$ cat config.mk
export PLATFORM = sky130hd
export DESIGN_NAME = muldiv_unit_flat
export DESIGN_NICKNAME = d
export VERILOG_FILES = /design/src/rtl/muldiv_unit_if.sv /design/src/rtl/muldiv_unit.sv /design/src/flat_wrapper.sv
export SDC_FILE = /design/constraint.sdc
export NUM_CORES = 1
export LEC_CHECK = 0
export ABC_AREA = 1
export CAP_MARGIN = 30
export CORE_MARGIN = 5
export CORE_UTILIZATION = 40
export CTS_CLUSTER_SIZE = 12
export DETAILED_ROUTE_END_ITERATION = 7
export SLEW_MARGIN = 40
export SYNTH_ARGS = -nofsm -noshare
export SYNTH_HDL_FRONTEND = slang
export SYNTH_SLANG_ARGS = --single-unit
$ cat constraint.sdc
create_clock -name clk -period 6.52 [get_ports clk]
set_clock_uncertainty 0.2 [all_clocks]
set_input_delay 1.956 -clock clk [delete_from_list [all_inputs] [get_ports clk]]
set_output_delay 1.956 -clock clk [all_outputs]
set_load 0.005 [all_outputs]
$ cat src/rtl/muldiv_unit_if.sv
// muldiv_unit_if: execute-stage <-> multiply/divide unit bundle.
//   start/function_in/rs1_in/rs2_in/invalidate : issued by execute/hazard (master)
//   busy/done/result_out                       : returned by the unit (slave)
interface muldiv_unit_if #(
  parameter int XLEN = 32
);
  logic            start;
  logic [2:0]      function_in;
  logic [XLEN-1:0] rs1_in;
  logic [XLEN-1:0] rs2_in;
  logic            invalidate;
  logic            busy;
  logic            done;
  logic [XLEN-1:0] result_out;

  modport master (
    output start, function_in, rs1_in, rs2_in, invalidate,
    input  busy, done, result_out
  );

  modport slave (
    input  start, function_in, rs1_in, rs2_in, invalidate,
    output busy, done, result_out
  );
endinterface

$ cat src/rtl/muldiv_unit.sv
// muldiv_unit: iterative RV32/64 M-extension multiply/divide.
//   clk      : clock, rising edge
//   reset_n  : asynchronous active-low reset
//   bus      : muldiv_unit_if.slave (start/function_in/rs1_in/rs2_in/invalidate in,
//              busy (combinational) / done (1-cycle pulse) / result_out (held) out)
// Operands are converted to magnitudes at accept, processed BITS_PER_CYCLE bits
// per CALC cycle, and sign-corrected in FINISH.
module muldiv_unit #(
  parameter int XLEN           = 32,
  parameter int BITS_PER_CYCLE = 1
) (
  input  logic         clk,
  input  logic         reset_n,
  muldiv_unit_if.slave bus
);
  localparam int N  = XLEN / BITS_PER_CYCLE;
  localparam int CW = (N > 1) ? $clog2(N) : 1;

  typedef enum logic [1:0] {IDLE, CALC, FINISH} state_t;

  state_t            state_q, state_d;
  logic [2:0]        func_q, func_d;
  logic              neg_q, neg_d;
  logic              special_q, special_d;
  logic [2*XLEN-1:0] acc_q, acc_d;
  logic [XLEN-1:0]   opb_q, opb_d;
  logic [XLEN-1:0]   result_q, result_d;
  logic [CW-1:0]     cnt_q, cnt_d;
  logic              done_q, done_d;

  // ---- accept-time decode ----
  logic [2:0]      fn;
  logic            sgn_a, sgn_b, a_neg, b_neg, is_div, div0, ovf, accept;
  logic [XLEN-1:0] a_mag, b_mag, spec_res;

  always_comb begin
    fn     = bus.function_in;
    // signed rs1: everything except MULHU/DIVU/REMU; rs2 additionally not MULHSU
    sgn_a  = ~(fn[0] & (fn[1] | fn[2]));
    sgn_b  = sgn_a & (fn != 3'b010);
    a_neg  = sgn_a & bus.rs1_in[XLEN-1];
    b_neg  = sgn_b & bus.rs2_in[XLEN-1];
    a_mag  = a_neg ? -bus.rs1_in : bus.rs1_in;
    b_mag  = b_neg ? -bus.rs2_in : bus.rs2_in;
    is_div = fn[2];
    div0   = is_div && (bus.rs2_in == '0);
    ovf    = is_div && !fn[0] && (bus.rs1_in == {1'b1, {(XLEN-1){1'b0}}})
             && (bus.rs2_in == '1);
    // fn[1] selects remainder for divides
    if (div0) spec_res = fn[1] ? bus.rs1_in : '1;
    else      spec_res = fn[1] ? '0 : bus.rs1_in;
    accept = (state_q == IDLE) && bus.start && !bus.invalidate && !done_q;
  end

  // ---- one CALC cycle: BITS_PER_CYCLE radix-2 steps chained ----
  // Multiply: acc = {partial, multiplier}, shift right, add multiplicand on lsb.
  // Divide:   acc = {remainder, dividend/quotient}, shift left, restoring subtract.
  logic [2*XLEN-1:0] step_acc;
  logic [XLEN:0]     sum, rem_sh, diff;

  always_comb begin
    step_acc = acc_q;
    sum      = '0;
    rem_sh   = '0;
    diff     = '0;
    for (int i = 0; i < BITS_PER_CYCLE; i++) begin
      if (!func_q[2]) begin
        sum      = {1'b0, step_acc[2*XLEN-1:XLEN]} + (step_acc[0] ? {1'b0, opb_q} : '0);
        step_acc = {sum, step_acc[XLEN-1:1]};
      end else begin
        rem_sh = step_acc[2*XLEN-1:XLEN-1];
        diff   = rem_sh - {1'b0, opb_q};
        if (!diff[XLEN]) step_acc = {diff[XLEN-1:0], step_acc[XLEN-2:0], 1'b1};
        else             step_acc = {rem_sh[XLEN-1:0], step_acc[XLEN-2:0], 1'b0};
      end
    end
  end

  // ---- FINISH result select ----
  logic [2*XLEN-1:0] prod;
  logic [XLEN-1:0]   div_val, fin;

  always_comb begin
    prod    = neg_q ? -acc_q : acc_q;
    div_val = func_q[1] ? acc_q[2*XLEN-1:XLEN] : acc_q[XLEN-1:0];
    div_val = neg_q ? -div_val : div_val;
    if (special_q)          fin = acc_q[XLEN-1:0];
    else if (func_q[2])     fin = div_val;
    else if (func_q == '0)  fin = prod[XLEN-1:0];
    else                    fin = prod[2*XLEN-1:XLEN];
  end

  // ---- next state ----
  always_comb begin
    state_d   = state_q;
    func_d    = func_q;
    neg_d     = neg_q;
    special_d = special_q;
    acc_d     = acc_q;
    opb_d     = opb_q;
    cnt_d     = cnt_q;
    result_d  = result_q;
    done_d    = 1'b0;
    case (state_q)
      IDLE: begin
        if (accept) begin
          func_d = fn;
          // remainder takes the dividend sign, everything else the xor
          neg_d  = (fn[2] & fn[1]) ? a_neg : (a_neg ^ b_neg);
          opb_d  = b_mag;
          cnt_d  = CW'(N - 1);
          if (div0 || ovf) begin
            special_d = 1'b1;
            acc_d     = {{XLEN{1'b0}}, spec_res};
            state_d   = FINISH;
          end else begin
            special_d = 1'b0;
            acc_d     = {{XLEN{1'b0}}, a_mag};
            state_d   = CALC;
          end
        end
      end
      CALC: begin
        acc_d = step_acc;
        if (cnt_q == '0) state_d = FINISH;
        else             cnt_d   = cnt_q - 1'b1;
      end
      FINISH: begin
        done_d   = 1'b1;
        result_d = fin;
        state_d  = IDLE;
      end
      default: state_d = IDLE;
    endcase
    if (bus.invalidate) begin
      state_d  = IDLE;
      done_d   = 1'b0;
      result_d = result_q;
    end
  end

  always_ff @(posedge clk or negedge reset_n) begin
    if (!reset_n) begin
      state_q   <= IDLE;
      func_q    <= '0;
      neg_q     <= 1'b0;
      special_q <= 1'b0;
      acc_q     <= '0;
      opb_q     <= '0;
      cnt_q     <= '0;
      result_q  <= '0;
      done_q    <= 1'b0;
    end else begin
      state_q   <= state_d;
      func_q    <= func_d;
      neg_q     <= neg_d;
      special_q <= special_d;
      acc_q     <= acc_d;
      opb_q     <= opb_d;
      cnt_q     <= cnt_d;
      result_q  <= result_d;
      done_q    <= done_d;
    end
  end

  // drops in the done cycle so execute advances on that edge
  assign bus.busy       = (state_q != IDLE) || (bus.start && !done_q && !bus.invalidate);
  assign bus.done       = done_q;
  assign bus.result_out = result_q;
endmodule
$ cat src/flat_wrapper.sv
// flat-port wrapper written by rule: the top's interface ports become plain ports
module muldiv_unit_flat 
#(
  parameter int XLEN           = 32,
  parameter int BITS_PER_CYCLE = 1
)
  (clk, reset_n, bus_start, bus_function_in, bus_rs1_in, bus_rs2_in, bus_invalidate, bus_busy, bus_done, bus_result_out);
  muldiv_unit_if #(.XLEN(XLEN)) bus_i ();
  input  logic clk;
  input  logic reset_n;
  input wire logic [$bits(bus_i.start)-1:0] bus_start;
  input wire logic [$bits(bus_i.function_in)-1:0] bus_function_in;
  input wire logic [$bits(bus_i.rs1_in)-1:0] bus_rs1_in;
  input wire logic [$bits(bus_i.rs2_in)-1:0] bus_rs2_in;
  input wire logic [$bits(bus_i.invalidate)-1:0] bus_invalidate;
  output wire logic [$bits(bus_i.busy)-1:0] bus_busy;
  output wire logic [$bits(bus_i.done)-1:0] bus_done;
  output wire logic [$bits(bus_i.result_out)-1:0] bus_result_out;
  assign bus_i.start = bus_start;
  assign bus_i.function_in = bus_function_in;
  assign bus_i.rs1_in = bus_rs1_in;
  assign bus_i.rs2_in = bus_rs2_in;
  assign bus_i.invalidate = bus_invalidate;
  assign bus_busy = bus_i.busy;
  assign bus_done = bus_i.done;
  assign bus_result_out = bus_i.result_out;
  muldiv_unit #(.XLEN(XLEN), .BITS_PER_CYCLE(BITS_PER_CYCLE)) u_core (.clk(clk), .reset_n(reset_n), .bus(bus_i));
endmodule
; ---- Word level (Yosys, flattened, before mapping)
; Cells that the tools add are included.
[word_totals]
regBits = 141
input_bits = 71
output_inout_bits = 34
elab_cells = 88
[op_classes]
addsub = 7
n_eq_ne = 9
muxes = 29
n_bitwise = 9
reduce_logical = 25
[op_table]
columns = op, count
row1 = $mux 32, 12
row2 = $mux 64, 4
row3 = $pmux 64 s2, 1
row4 = $neg 32->32, 3
row5 = $eq 32x32->1 const B, 2
row6 = $neg 64->64, 1
row7 = $add 32x33->33, 1
row8 = $sub 33x32->33, 1
row9 = $logic_not 32->1, 1
row10 = $mux 5, 2
row11 = $pmux 5 s2, 1
row12 = $logic_and 1x1->1, 9
row13 = $ne 3x2->1 const B, 3
row14 = $mux 2, 4
row15 = $reduce_and 2->1, 4
row16 = $and 1x1->1, 5
row17 = $logic_not 5->1, 1
row18 = $sub 5x1->5 const B, 1
row19 = $mux 1, 4
row20 = $pmux 2 s2, 1
row21 = $reduce_bool 2->1, 2
row22 = $logic_not 1->1, 3
row23 = $logic_not 3->1, 1
row24 = $reduce_and 3->1, 1
row25 = other kinds (9), 11

; ---- Logic depth before layout (Yosys ltp)
; Gate-level depths: netlist of run 1.
[logic_depth]
depth_word = 9
depth_mapped = 22
mapped_depth_nobuf = 20

; ---- Least setup slack after synthesis of run 1
; Ideal clock, no wire load.
[synth_timing]
path_kind = input to output
from = in bus_invalidate
to = out bus_busy
t_arrival_ns = 2.296
required_ns = 4.364
path_slack_ns = 2.068
path_stages = 3
n_path_buf = 0
path_cell_list = nor3_1 -> inv_1 -> nand2_1
[synth_via]
elab_chain_len = 3
[synth_lines]
columns = element, line_no
row1 = start: declaration, flat_wrapper.sv:15  ; input wire logic [$bits(bus_i.invalidate)-1:0] bus_invalidate;
row2 = $logic_not 1->1, muldiv_unit.sv:167  ; assign bus.busy = (state_q != IDLE) || (bus.start && !done_q && !bus.invalidate);
row3 = $logic_and 1x1->1, muldiv_unit.sv:167
row4 = $logic_or 1x1->1, muldiv_unit.sv:167
row5 = end: declaration, flat_wrapper.sv:16  ; output wire logic [$bits(bus_i.busy)-1:0] bus_busy;
; Every way passes these cells.

; ---- Worst setup path after layout of run 1
; Ends and elaborated chain as after synthesis.

==> results of run 1 <==
==> worst max-delay path, delay by kind of cell <==
kind | cells | cell delay [ps]
buffers and inverters | 3 | 1040
AND/OR/NAND/NOR | 2 | 380
==> per-stage QoR <==
step           instances  setup slack [ps]  power, mW  cell area (sq um)  utilization (%)
3_5_place_dp        3841               987       7.98              19600             43.4
3_3_place_gp        3841               949       7.95              19600             43.4
6_report            3873               975       9.24              20200             44.7
4_1_cts             3873               976       9.07              20200             44.7
5_1_grt             3873               846       9.98              20200             44.7
2_1_floorplan       3221              2070       5.79              18200                -
==> logic make-up (layout without fill, tap and decap cells) <==
logic type,Yosys count,after routing
adders and majority gates,73,73
DFF,141,141
and+or+nand+nor,1903,1903
buffers and inverters,469,521
xor gates and xnor gates,63,63
AOI/OAI and AO/OA,572,572
==> power by group through the flow <==
stage          clock network (mW)  logic, mW  registers [mW]
2_1_floorplan                   0       4.28            1.51
3_3_place_gp                    0       6.06            1.89
3_5_place_dp                    0       6.09            1.89
4_1_cts                      1.07       6.12            1.88
5_1_grt                      1.10       6.95            1.94
6_report                     1.04       6.29            1.92
==> worst paths after layout <==
check,start,endpoint,cells past startpoint
setup reg to reg,u_core.acc_q[0],u_core.acc_q[57],19
min in group asynchronous,reset_n,u_core.opb_q[5],1
max in group asynchronous,reset_n,u_core.acc_q[46],2
hold reg to reg,u_core.bus.result_out[25],u_core.bus.result_out[25],2
setup / recovery,bus_invalidate,bus_busy,5
hold / removal,u_core.bus.result_out[25],u_core.bus.result_out[25],2
==> cell type report <==
cell class | instances | area (sq um)
Tap cell | 600 | 751
Clock buffer | 17 | 425
Fill cell | 5003 | 25000
Timing Repair Buffer | 129 | 1230
Multi-Input combinational cell | 2611 | 12700
Sequential cell | 141 | 3530
Clock inverter | 15 | 179
Inverter | 360 | 1360
==> state kept, by name (all words and copies together), names as in the netlist <==
| signal | count |
|---|---|
| u_core.bus.result_out | 32 |
| u_core.special_q | 1 |
| u_core.cnt_q | 5 |
| u_core.bus.done | 1 |
| u_core.opb_q | 32 |
| u_core.acc_q | 64 |
| u_core.neg_q | 1 |
| u_core.state_q | 2 |
| u_core.func_q | 3 |
==> cell usage after synthesis (5+ instances only) <==
library cell	instances
ha_1	71
a22oi_1	10
nand2_4	7
nand4_1	61
inv_2	6
o21bai_1	6
o21ai_2	12
o22ai_1	8
dfrtp_1	141
nor2_1	394
nand3_2	6
inv_1	349
nand2_1	1006
nor2_4	7
o21ai_1	34
buf_6	12
buf_2	31
nand3b_1	23
xor2_1	40
o21ai_0	233
nand3_1	305
or2_2	9
clkbuf_1	57
buf_1	5
nor2_2	8
a31oi_1	11
nor3_1	36
o211ai_1	9
xnor2_1	23
nand2_2	26
a21oi_1	220
o21a_1	6
a21o_1	9
==> per-layer routing <==
layer	global-route usage (%)	vias up	share of wire, %
met3	6.20	109	9.3
met1	48.7	10200	48
li1	-	10600	-
met5	0	-	0
met4	8.50	0	2.7
met2	44.8	935	40
==> run summary, run 1 <==
The mean post-synth cell area is 5.64 sq um, and the total wire length is 81.0 mm. In the synthesized netlist the dominant register cell turns out to be dfrtp_1. Once detailed placement completed, the half-perimeter wirelength came to 63.6 mm.

In this design, the critical path's most frequently occurring cell is clkdlybuf4s50_1. For this run, the slowest stage of the critical path takes 500 ps. Area growth from synthesis to layout: 11.2%.

Setup repair after global routing left no endpoint under its margin. The post-CTS clock slew at the launch and capture registers of the worst setup and hold paths is 60 ps, and the critical path required time is 4360 ps. The run finished with clean final reports. The top cell types in the final layout, fill and taps aside, are nand2_1 (1005), nor2_1 (393), inv_1 (346), nand3_1 (305), o21ai_0 (233).

The run gives 0 as the final number of hold-violating endpoints. The number of max-slew violations in the final report is 0, and the period utilization is 85.0%. The number of clock buffers added by TritonCTS is 17.

After detailed routing, the average wire length per cell comes to 20.9 um. Summing every instance area after synthesis gives 18200 sq um. Leaving out fill and tap cells, the most frequent cell in the layout is nand2_1. The number of global-route vias before repair was 20100. Sequential cells were found to cover 19.4% of the synthesized design area. The number of rows in the core area came out at 78.

The wire length of the first global-routing pass was 123 mm. The fraction of synthesis flops using an asynchronous set or reset pin is 100%, and the number of H-tree levels is 4. The floorplan step defined a die boundary enclosing 49800 sq um.

In this run the tool buffered the top-level ports with 104 buffer cells. For this design, the sink count on the clock tree is 141. Entering global routing, the biggest net connects 73 pins. Clock latency at the later pin of the worst-skew pair: 490 ps. In the routed layout, each cell is associated on average with a via count of 5.64. By area, the combinational part of the netlist is dominated by simple AND/OR/NAND/NOR gates. The total vias in the final route is 21800.

Sequential cells burn 20.8% of the power. For the worst setup path, the data arrival time is 3390 ps. The worst pin sits at a relative slew slack of 44.6%. Routability-driven placement finished with a final weighted congestion of 0.973. Of the total synthesized cell area, the portion taken by full adders, half adders and majority gates is 5.11%.

TritonCTS built the clock tree. The area fraction in and, or, nand and nor cells after synthesis came out at 44.8%. Area share of the largest cell type after synthesis: 20.8%. The net switching fraction of the power is 59.9%, and the layout cell share with drive strength beyond 1 is 4.92%.

The clock power share is 11.2%. The number of buffers inserted by post-CTS setup repair is 0. For this design the top-level I/O count stands at 105.

The highest-delay cell along the critical path is clkdlybuf4s50_1. The clock period could shrink to 5540 ps. After synthesis, the cell types taking the most area are nand2_1 (21%), dfrtp_1 (19%), nand3_1 (8.4%). The first TritonRoute pass finished after 7 iterations. The number of cells upsized or downsized after cts came out at 0. The slew at the pin closest to its max-slew limit works out to 831 ps.

Relative contribution of combinational cells to total power: 68.0%. The net count of the finished layout is 3404. The tools report the master cell of the clock root buffer as clkbuf_16. The largest area contributor in the synthesized netlist is nand2_1. The logs give 0 for the sum of overflow across all layers after global routing and 0 ps for the final setup TNS. The number of antenna diodes in the final layout is 0. The number of remaining DRC errors was 0. Walking the worst path, the cells encountered are clkdlybuf4s50_1 -> nor3_1 -> inv_1 -> nand2_1 -> clkdlybuf4s50_1.

The number of antenna violations at the first check in global routing was 0. In this run the worst hold path is classified as reg2reg. Startpoint kind of the worst setup timing path: an input port.

The instance count of the mapped netlist is 3221, and the overall die height is 223 um. The maximum fanout encountered on the critical timing path is 4, and the xor and xnor fraction of the mapped netlist area is 3.04%. The maximum VDD drop was 0.285 mV; the fmax was 0.180 GHz. The run gives 5.54 mW as the power spent charging and discharging nets. The analysis attributes to cell leakage a power of 9.90 nW. The critical path is of the in2out type. The synthesized design contains 0 enable-type register cells. The detailed router finished its first iteration with 2500 violations. Measured against the total synthesized area, the mux share comes to 0%. The die span in x works out to 223 um. After synthesis, the netlist uses 55 different library cells.

In this run, post-CTS hold repair placed 0 buffers. The worst setup path is captured at a primary output. The detail route stage leaves a number of antenna-violating nets equal to 0. Cell internal power was estimated by the tool at 3.70 mW. The max-cap violation count came out at 0. The maximum count of clock buffers along a single path is 2.

The post-synth net total was 3365; the overall routing resource usage was 31.7%. The warning count from the yosys run was 0. The flop and latch count out of synthesis came out at 141. In this run the register-to-register setup slack is 2530 ps. Total power per unit cell area: 457 nW/um^2.

The run gives 45200 sq um as the floorplan core area. The starting density of the core is 40.2%, and the count of final setup violators is 0. The compound-cell area share of the yosys netlist came out at 17.0%. The minimum hold slack was 276 ps.
No activity file was read; power rests on OpenSTA's default activity.
==> inputs of run 2 (changes only) <==
--- a/config.mk
+++ b/config.mk
@@ -5,7 +5,7 @@
 export SDC_FILE = /design/constraint.sdc
 export NUM_CORES = 1
 export LEC_CHECK = 0
-export ABC_AREA = 1
+export ABC_AREA = 0
 export CAP_MARGIN = 30
 export CORE_MARGIN = 5
 export CORE_UTILIZATION = 40
==> run 2 against run 1 <==
  * Via count down 29%
  * Non-clock buffer count up 4
  * Sequential share of layout area up 3.4 points
  * Sequential power about the same
  * Maximum frequency down 2.0%
  * Worst hold slack about the same
  * First-iteration DRC count down 41%
  * Critical path depth up 7
  * Synthesized cell count down 37%
  * Sequential cell count unchanged
  * Clock-buffer cell count up 2
  * Die area down 17%
  * Largest cell class unchanged
  * Highest routed layer unchanged
==> run summary, run 2 <==
The run gives 5740 ps (+2350 ps) as the data arrival time of the worst path. The tools report the number of rows in the core area as 71 (-9.0%). The adder and majority gate portion of the synthesized area is 6.18% (+1.1 points), and the maximum VDD drop is 0.236 mV (-17%). The mean post-synth cell area was 7.43 sq um (+32%); the area share of the largest cell type after synthesis was 23.5% (+2.7 points).

Delay contributed by the slowest stage of the critical path: 630 ps (+130 ps). The overall routing resource usage is 26.1% (-5.6 points), and the die span in x is 204 um (-8.7%). The warning count from the yosys run was 0 (unchanged); the detailed-route wire length on metal 1 was 25.9 mm (-34%). Layout cell share with drive strength beyond 1: 5.55% (+0.63 points). The worst setup path is launched from an input port. The tools report the number of cells upsized or downsized after cts as 0 (unchanged).

The run gives 105 (unchanged) as the I/O pin total. The slowest stage of the critical path is the or4_1 cell. The flow ran to the end, and the final reports show no timing, DRC or antenna violations. The maximum fanout encountered on the critical timing path works out to 11 (+7). The tools report the sort of element at the end of the critical path as a flip-flop.

The total half-perimeter wirelength after legalization and detailed placement came out at 40.5 mm (-36%). For the worst-case headroom to the max-slew limit, the log shows 44.4% (-0.18 points). The post-CTS clock slew at the launch and capture registers of the worst setup and hold paths came out at 60 ps (about the same). Share of cell area taken by muxes after synthesis: 5.12% (+5.1 points). The commonest cells after synthesis are nand2_1 (197), o21ai_0 (194), nor2_1 (177).

In the layout the commonest cells are nand2_1 (195), o21ai_0 (194), nor2_1 (176), a21oi_1 (167), dfrtp_1 (138). The wire length of the first global-routing pass was 86.0 mm (-30%); the sum of buffers and inverters on the critical path was 2 (-1). The reported leakage power was 6.78 nW (-32%); the full die area was 41500 sq um (-17%). The starting density of the core was 40.2% (-0.058 points). The run gives 0 (unchanged) as the number of antenna repair diodes. The area fraction in and, or, nand and nor cells after synthesis came out at 21.8% (-23 points). The number of antenna violations at the first check in global routing was 0 (unchanged). The logs give 0 (unchanged) for the max-cap violation count and 0 (unchanged) for the final number of hold-violating endpoints. The total power after layout was 7.36 mW (-20%).

The worst setup slack for register-to-register paths was 1830 ps (-700 ps). The count of TritonRoute iterations in the first routing pass was 5 (-2). The tools report the instance count of the mapped netlist as 2023 (-37%).

Sorting the synthesized cells by area gives the leading types as dfrtp_1 (23%), o21ai_0 (6.5%), xnor2_1 (6.0%). Number of buffers inserted for hold repair after clock tree synthesis: 0 (unchanged). The total power per unit cell area works out to 434 nW/um^2 (-5.1%). Counting flops per register, the top entry is u_core.acc_q. For the number of nets in the layout, the log shows 2166 (-36%).

Flip-flop cell with the highest count after synthesis: dfrtp_1. dfrtp_1 takes more of the synthesized area than any other cell. The number of CTS-inserted buffers came out at 17 (unchanged). Final setup TNS: 0 ps (unchanged). The met2 wire length was 23.1 mm (-28%); the number of cells in the finished layout apart from fillers was 2546 (-34%). The number of remaining DRC errors was 0 (unchanged). The number of enable-type register cells in the synthesized netlist is 0 (unchanged), and the number of filler instances in the final layout is 3889 (-22%).

The tools report the amount of wire on met3 after detailed routing as 4.17 mm (-45%). Placer's final routability congestion estimate: 0.970 (-0.24%). The share of the yosys chip area belonging to registers was 23.5% (+4.1 points); the cell count after placement was 2513 (-35%). Yosys instantiated no cell more often than nand2_1.

For the netlist area before placement, the log shows 15000 sq um (-17%). The final antenna-violating net count came out at 0 (unchanged). Classification of the worst-slack hold path: reg2reg. The area growth from synthesis to layout works out to 12.9%.

Traced cell by cell, the critical path runs through clkdlybuf4s50_1 -> or4_1 -> or4_1 -> nor3b_2 -> buf_4 -> nand2_1 -> nor3_2 -> nor2_1 -> nand2_1 -> nor3b_1 -> a211oi_1 -> a211oi_1. Setup repair after global routing left no endpoint under its margin. The compound-cell area share of the yosys netlist works out to 27.2% (+10 points).

The tools report the maximum number of pins on one net before global-route repair as 79 (+8.2%). The total vias in the final route came out at 15500 (-29%). The tools report the floorplan core area as 37400 sq um (-17%). The xor and xnor fraction of the mapped netlist area was 10.1% (+7.1 points); the fraction of synthesis flops using an asynchronous set or reset pin was 100% (unchanged).

Most frequent standard cell in the layout excluding fill and tap cells: nand2_1. Number of max-slew violations in the final report: 0 (unchanged). The tree is rooted in a clkbuf_16. The number of flip-flops in the largest register was 64 (unchanged). The clock latency at the later pin of the worst-skew pair was 460 ps (-30 ps). By area, the combinational part of the netlist is dominated by compound AO/OA/AOI/OAI gates.

The sum of overflow across all layers after global routing came out at 0 (unchanged). The slew at the pin closest to its max-slew limit was 834 ps (+2.77 ps). The top layer reached by signal wires is met4. The setup path with the least slack is of type in2reg. The final critical-path required period came out at 5660 ps (+113 ps). The run gives 4 (unchanged) as the number of H-tree levels.

The cell family contributing the most delay on the critical path is simple AND/OR/NAND/NOR gates. The critical path required time is 6610 ps (+2250 ps). The overall die height is 204 um (-8.7%). For the TritonCTS sink count, the log shows 141 (unchanged). The number of I/O port buffers was 104 (unchanged). The wire length per cell after detailed routing was 21.7 um (+3.6%); the maximum count of clock buffers along a single path was 2 (unchanged). For the total wire length, the log shows 55.2 mm (-32%). The period utilization was 86.8% (+1.7 points); the flop and latch count out of synthesis was 141 (unchanged). The tools report the fmax as 0.177 GHz (-2.0%).

The routed via count divided by cell count works out to 6.07 (+7.7%). The run gives 0 (unchanged) as the number of buffers inserted by post-CTS setup repair. TritonCTS built the clock tree.

The post-synth net total is 2167 (-36%), and the count of final setup violators is 0 (unchanged). The run gives 1464 (-41%) as the number of violations reported at the end of detailed-routing iteration 0. The number of global-route vias before repair is 14900 (-26%). The tools report the distinct cell type count after synthesis as 76 (+38%).
## run 2: cell types whose count changed in the layout (fill, tap and decap cells not counted), sizes merged, moves of 39 or more
cell    previous run  this run
nand2           1039       197
a211oi             0        68
a21oi            222       167
mux2i              0        69
nand4             62        22
nor3              40        91
o21ai            280       200
nand3            312        41
xnor2             23       103
inv              363        78
o31ai              4        43
nor2             409       177
## run 2: final timing paths
check                                                end              from  cells after the start
worst max-delay path                    u_core.acc_q[22]     bus_rs1_in[6]                     12
worst min-delay path                    u_core.opb_q[25]  u_core.opb_q[25]                      2
worst max register to register          u_core.acc_q[35]  u_core.acc_q[31]                     14
worst min register to register          u_core.opb_q[25]  u_core.opb_q[25]                      2
max in group asynchronous                   u_core.neg_q           reset_n                      2
min in group asynchronous       u_core.bus.result_out[9]           reset_n                      1
## run 2: cell families (layout without fill, tap and decap cells)
kind of cell	after synthesis	count (layout)
flip-flops	141	141
AND/OR/NAND/NOR	684	684
multiplexers	76	76
XOR/XNOR	174	174
buffers and inverters	226	238
AO/OA/AOI/OAI	649	649
adder cells (fa/ha/maj)	73	73
## run 2: per-layer routing
layer  GRT usage, %  vias up
met4           9.64        0
met5              0        -
met2           38.6      639
met1           38.5     7355
li1               -     7373
met3           3.64       85
## run 2: area by class of cell
type                    instances  area (sq um)  share of cell area (%)
multi-input cells            1656         10600                    62.8
flip-flops and latches        141          3540                    20.9
repair buffers                133          1290                    7.59
well taps                     511           639                    3.77
clock buffers                  19           443                    2.61
inverters                      73           274                    1.62
clock inverters                13           134                   0.789
## run 2: per-stage QoR
stage | hold slack, ps | worst slack [ps] | cell area, sq um | utilization [%]
final | 276 | 863 | 17000 | 45.3
after global routing | 299 | 619 | 17000 | 45.3
after CTS | 283 | 905 | 16900 | 45.3
after detailed placement | 269 | 441 | 16400 | 43.7
after global placement | 264 | 543 | 16300 | 43.7
after floorplan | 250 | 1640 | 15000 | -
## run 2: report_power, final
part	internal [mW]	switching [mW]	total, mW	leakage (nW)
clock network	0.545	0.456	1.00	0.278
registers	1.17	0.780	1.95	1.72
logic	1.90	2.51	4.41	4.78
## run 2: worst register-to-register path, cell delays in order (launching register included)
cell     delay (ps)
dfrtp_1         550
inv_1           140
ha_1            240
fa_1            390
nor2b_1         210
o31a_1          220
o22ai_1         180
o21a_1          260
o211a_1         320
o21ba_2         290
xor2_4          460
buf_4           510
mux2i_1         250
nor2_1           70
a221o_1         270
==> inputs of run 3 (changes only) <==
--- a/config.mk
+++ b/config.mk
@@ -6,9 +6,10 @@
 export NUM_CORES = 1
 export LEC_CHECK = 0
 export ABC_AREA = 0
-export CAP_MARGIN = 30
+export CAP_MARGIN = 20
 export CORE_MARGIN = 5
 export CORE_UTILIZATION = 40
+export CTS_BUF_LIST = sky130_fd_sc_hd__clkbuf_4 sky130_fd_sc_hd__clkbuf_8 sky130_fd_sc_hd__clkbuf_16
 export CTS_CLUSTER_SIZE = 12
 export DETAILED_ROUTE_END_ITERATION = 7
 export SLEW_MARGIN = 40
==> constraint.sdc (replaced) <==
create_clock -name clk -period 6.1 [get_ports clk]
set_clock_uncertainty 0.2 [all_clocks]
set_input_delay 1.83 -clock clk [delete_from_list [all_inputs] [get_ports clk]]
set_output_delay 1.83 -clock clk [all_outputs]
set_load 0.005 [all_outputs]
==> run 3 against run 2 <==
  * Cell area rose by 0.38%
  * Register-to-register slack got worse by 220 ps
  * Total power rose by 7.5%
  * Sequential share of layout area fell by 0.093 points
  * Clock-buffer cell count fell by 2
  * Non-clock buffer count rose by 14
  * Final cell count rose by 0.55%
  * Die area did not move
  * Worst setup slack got worse by 56 ps
  * Worst hold slack improved by 1.8 ps
  * Critical path type unchanged
  * Critical endpoint is now u_core.acc_q[7]
==> run summary, run 3 (synthesized netlist as in run 2, its figures left out) <==
The run finished with clean final reports. Count of TritonRoute iterations in the first routing pass: 5 (unchanged). The routed via count divided by cell count is 6.10 (+0.45%). The run gives 2528 (+0.60%) as the cell count after placement. Setup repair after global routing left no endpoint under its margin. The most critical setup path has its startpoint at bus_rs2_in[4].

Number of buffers inserted for hold repair after clock tree synthesis: 0 (unchanged). The maximum fanout encountered on the critical timing path is 20 (+9). The beginning of the worst register-to-register path is u_core.acc_q[31].

The tools report the total vias in the final route as 15600 (+1.0%). The tools report the startpoint kind of the worst setup timing path as an input port. For the count of final setup violators, the log shows 0 (unchanged).

The sum of overflow across all layers after global routing is 0 (unchanged). Placer's final routability congestion estimate: 0.959 (-1.2%). The tools report the number of H-tree levels as 4 (unchanged). The slew at the pin closest to its max-slew limit works out to 841 ps (+7.38 ps). The full die area was 41500 sq um (unchanged); the number of nets in the layout was 2180 (+0.65%).

Worst hold path depth: 2 (unchanged). The number of global-route vias before repair is 15000 (+1.2%), and the delay contributed by the slowest stage of the critical path is 610 ps (-20 ps). The tools report the maximum number of pins on one net before global-route repair as 79 (unchanged). The tools report the final antenna-violating net count as 0 (unchanged).

The number of buffers inserted by post-CTS setup repair is 0 (unchanged), and the total power per unit cell area is 465 nW/um^2 (+7.1%). The overall die height came out at 204 um (unchanged). Signal routing reaches up to met4.

The number of antenna violations at the first check in global routing was 1 (+1); the post-CTS clock slew at the launch and capture registers of the worst setup and hold paths was 80 ps (+20 ps). The top cell types in the final layout, fill and taps aside, are nand2_1 (197), o21ai_0 (194), nor2_1 (176), a21oi_1 (167), dfrtp_1 (138). The detailed-route wire length on metal 1 came out at 25.8 mm (-0.18%).

The number of remaining DRC errors is 0 (unchanged), and the max-cap violation count is 0 (unchanged). For this design, the slowest cell found on the critical path is or4_1. The area growth from synthesis to layout is 13.3%. Based on the critical path, the design can be clocked at up to 0.189 GHz. The tools report the TritonCTS sink count as 141 (unchanged). For the number of max-slew violations in the final report, the log shows 0 (unchanged). The total half-perimeter wirelength after legalization and detailed placement was 41.0 mm (+1.4%); the sum of buffers and inverters on the critical path was 3 (+1). In this run the most critical hold path is launched from u_core.bus.result_out[0]. The tools report the met2 wire length as 24.2 mm (+4.8%).

STA classifies the critical path endpoint as a flip-flop. The run gives 0 (unchanged) as the final number of hold-violating endpoints. The tools report the wire length of the first global-routing pass as 87.9 mm (+2.3%). The overall routing resource usage was 26.6% (+0.49 points).

The worst path uses 86.8% of the clock period. Leaving out fill and tap cells, the most frequent cell in the layout is nand2_1. The total wire length was 55.7 mm (+0.91%); the wire length per cell after detailed routing was 21.7 um (+0.36%). The tightest min-delay check is of the reg2reg type. For the data arrival time of the worst path, the log shows 5380 ps (-360 ps).

The top cell family by delay on the critical path was simple AND/OR/NAND/NOR gates. Master cell of the clock root buffer: clkbuf_16. Number of I/O port buffers: 104 (unchanged).

The number of cells upsized or downsized after cts came out at 0 (unchanged). The run gives 2 (unchanged) as the maximum count of clock buffers along a single path. For the amount of wire on met3 after detailed routing, the log shows 4.20 mm (+0.62%). The number of flip-flops in the largest register was 64 (unchanged); the starting density of the core was 40.2% (unchanged). The depth of the critical timing path with buffers and inverters included is 13 (+1).

For the critical path required time, the log shows 6190 ps (-420 ps). The depth of the worst register-to-register path is 14 (unchanged). The die span in x was 204 um (unchanged). The signal on the critical path passes through clkdlybuf4s50_1 -> or4_1 -> nor4_1 -> buf_4 -> and3_1 -> nand2_1 -> nor4bb_1 -> nor2_1 -> buf_4 -> nand2_1 -> nor2_1 -> a211oi_1 -> a211oi_1. The total power after layout was 7.91 mW (+7.5%); the number of rows in the core area was 71 (unchanged). The register with the most flip-flops in the final layout is u_core.acc_q.

The I/O pin total is 105 (unchanged). The layout cell share with drive strength beyond 1 was 6.15% (+0.60 points); the worst-case headroom to the max-slew limit was 43.9% (-0.49 points). The worst setup path is of the in2reg kind.

The number of antenna repair diodes came out at 0 (unchanged). For the number of violations reported at the end of detailed-routing iteration 0, the log shows 1460 (-0.27%). TritonCTS built the clock tree. The clock latency at the later pin of the worst-skew pair was 460 ps (about the same); the maximum VDD drop was 0.237 mV (+0.58%). The run gives 37400 sq um (unchanged) as the floorplan core area. Reported leakage power: 6.84 nW (+0.83%). The logs give 0 ps (unchanged) for the final setup TNS and 2560 (+0.55%) for the number of cells in the finished layout apart from fillers.

The number of CTS-inserted buffers was 17 (unchanged); the final critical-path required period was 5290 ps.
## run 3: cell types whose count changed in the layout (fill, tap and decap cells not counted), moves of 2 or more
cell / delta
buf_12: -2
nand2_1: +2
buf_4: +15
clkinv_8: +2
nand2_2: -2
clkinv_4: -3
inv_6: +3
## run 3: cell type report
type	count	area [sq um]
fill	3744	20400
multi-input combinational	1656	10600
sequential	141	3530
timing repair buffer	147	1370
tap	511	639
clock buffer	17	425
inverter	73	274
clock inverter	15	148
## run 3: worst paths after layout
kind / slack [ps] / endpoint
max: 810 / u_core.acc_q[7]
min: 280 / u_core.bus.result_out[0]
min reg2reg: 280 / u_core.bus.result_out[0]
min in group asynchronous: 1220 / u_core.bus.result_out[4]
max in group asynchronous: 3490 / u_core.opb_q[22]
max reg2reg: 1610 / u_core.acc_q[35]
## run 3: worst register-to-register path: stages, from the launching register on
cell and delay (ps):
dfrtp_1 520, inv_1 130, ha_1 230, fa_1 380, nor2b_1 210, o31a_1 230
o22ai_1 170, o21a_1 260, o211a_1 350, o21ba_2 290, xor2_4 490, buf_4 350
mux2i_1 240, nor2_1 70, a221o_1 260
## run 3: power by group
part / switching, mW / leakage [nW] / internal [mW]
clock network: 0.513 / 0.277 / 0.542
registers: 0.776 / 1.72 / 1.25
logic: 2.77 / 4.84 / 2.06
total: 4.06 / 6.84 / 3.85
## run 3: per-stage QoR
step	hold slack, ps	cell area, sq um	worst slack, ps	util, %
finish	278	17000	807	45.5
global placement	263	16400	445	44.0
global route	306	17000	642	45.5
CTS	288	17000	871	45.5
floorplan	250	15000	1350	-
detailed placement	271	16400	409	44.0
## run 3: metal layers
metal	GRT usage, %	vias up
met5	0	-
met4	7.83	0
met3	3.34	77
met2	40.9	637
met1	39.0	7506
li1	-	7387
==> edit (settings of run 2) <==
`XLEN` is set to 32 in 3 places; all go to 16.
--- a/src/rtl/muldiv_unit_if.sv
+++ b/src/rtl/muldiv_unit_if.sv
@@ -2,7 +2,7 @@
 //   start/function_in/rs1_in/rs2_in/invalidate : issued by execute/hazard (master)
 //   busy/done/result_out                       : returned by the unit (slave)
 interface muldiv_unit_if #(
-  parameter int XLEN = 32
+  parameter int XLEN = 16
 );
   logic            start;
   logic [2:0]      function_in;
--- a/src/rtl/muldiv_unit.sv
+++ b/src/rtl/muldiv_unit.sv
@@ -6,7 +6,7 @@
 // Operands are converted to magnitudes at accept, processed BITS_PER_CYCLE bits
 // per CALC cycle, and sign-corrected in FINISH.
 module muldiv_unit #(
-  parameter int XLEN           = 32,
+  parameter int XLEN           = 16,
   parameter int BITS_PER_CYCLE = 1
 ) (
   input  logic         clk,
--- a/src/flat_wrapper.sv
+++ b/src/flat_wrapper.sv
@@ -1,7 +1,7 @@
 // flat-port wrapper written by rule: the top's interface ports become plain ports
 module muldiv_unit_flat 
 #(
-  parameter int XLEN           = 32,
+  parameter int XLEN           = 16,
   parameter int BITS_PER_CYCLE = 1
 )
   (clk, reset_n, bus_start, bus_function_in, bus_rs1_in, bus_rs2_in, bus_invalidate, bus_busy, bus_done, bus_result_out);
Interface: changed (resized bus_result_out, bus_rs1_in and bus_rs2_in); port bits go from 105 to 57. No check against the original RTL was run, so the function may have changed too.
==> edit against run 2 <==
  * Core utilization is 0.36 points higher
  * Wire length is 57% lower
  * Total power is 52% lower
  * Largest cell class unchanged
  * Final area is 48% lower
  * Sequential cell count is 65 lower
  * Area after synthesis is 48% lower
  * Global-route usage is 5.2 points lower
  * Highest routed layer unchanged
  * Sequential power is 52% lower
  * Setup slack better by 0.29 ns
  * Final cell count is 49% lower
==> edit: results (changes against run 2) <==
metric,value,unit,change
max reg flops,32,,-50%
maximum fanout along the worst path,4,,-7
GRT met2 Usage,0.3184,,-0.06808
DP Worst Slack,1.143,ns,+0.7014 ns
met3 Use GR,0.02826,,-0.008154
Logic inverters,51,,-30%
Leak,0.003581,uW,-47%
status,finished clean,,
cell family with most CP delay,buffers and inverters,,
end of the critical path,bus_busy,,
Hold Slack,0.2763,ns,+0.00006000 ns
Crit. Startpoint,bus_start,,
comb_multi_in,823,,-50%
met2 WL,10.33,mm,-55%
final core utilization,0.4570,,+0.003571
Metal-1 WL,11.29,mm,-56%
Post-DP HPWL,16.94,mm,-58%
post-synth cell types,72,,-5.3%
GRT Total Usage,0.2088,,-0.05196
"Buffers, non-clock",68,,-49%
Worst VDD drop,0.0001525,V,-35%
R2R Path Start,u_core.acc_q[15],,
"slowest stage cell, crit path",clkdlybuf4s50_1,,
Tmin final,5.367,ns,-0.2907 ns
fillcell total,2023,,-48%
IO Port Bufs,56,,-46%
clk cell area share,0.03878,,+0.004772
vias in the first global route,7025,,-53%
num sequential,76,,-46%
htree depth,3,,-1
Worst Hold Endpoint,u_core.opb_q[3],,
Vias/cell,5.889,,-3.0%
placed instance area,0.008459,sq mm,-48%
==> edit: changes by cell type in the layout (fill, tap and decap cells not counted), sizes merged, moves of 63 or more <==
cell   delta
nor2     -84
dfrtp    -65
xnor2    -63
a21oi   -102
o21ai    -96
nand2   -113
==> edit: tightest hold or removal path: cells and delay by family, from the launching register on <==
kind | cells | cell delay [ns]
flip-flops | 1 | 0.34
AO/OA/AOI/OAI | 1 | 0.06
AND/OR/NAND/NOR | 1 | 0.05
==> edit: kinds of logic (layout without fill, tap and decap cells) <==
| family | after synthesis | count (layout) | share of synthesized area |
|---|---|---|---|
| muxes | 45 | 45 | 0.05842 |
| xor gates and xnor gates | 66 | 66 | 0.07456 |
| AOI/OAI and AO/OA | 333 | 333 | 0.2755 |
| adders and majority gates | 40 | 40 | 0.06650 |
| buffers and inverters | 123 | 135 | 0.06133 |
| DFF | 76 | 76 | 0.2453 |
| and+or+nand+nor | 339 | 339 | 0.2184 |
==> edit: power by group <==
part	internal [uW]	switching [uW]
logic	906	1100
clock network	375	217
registers	621	311
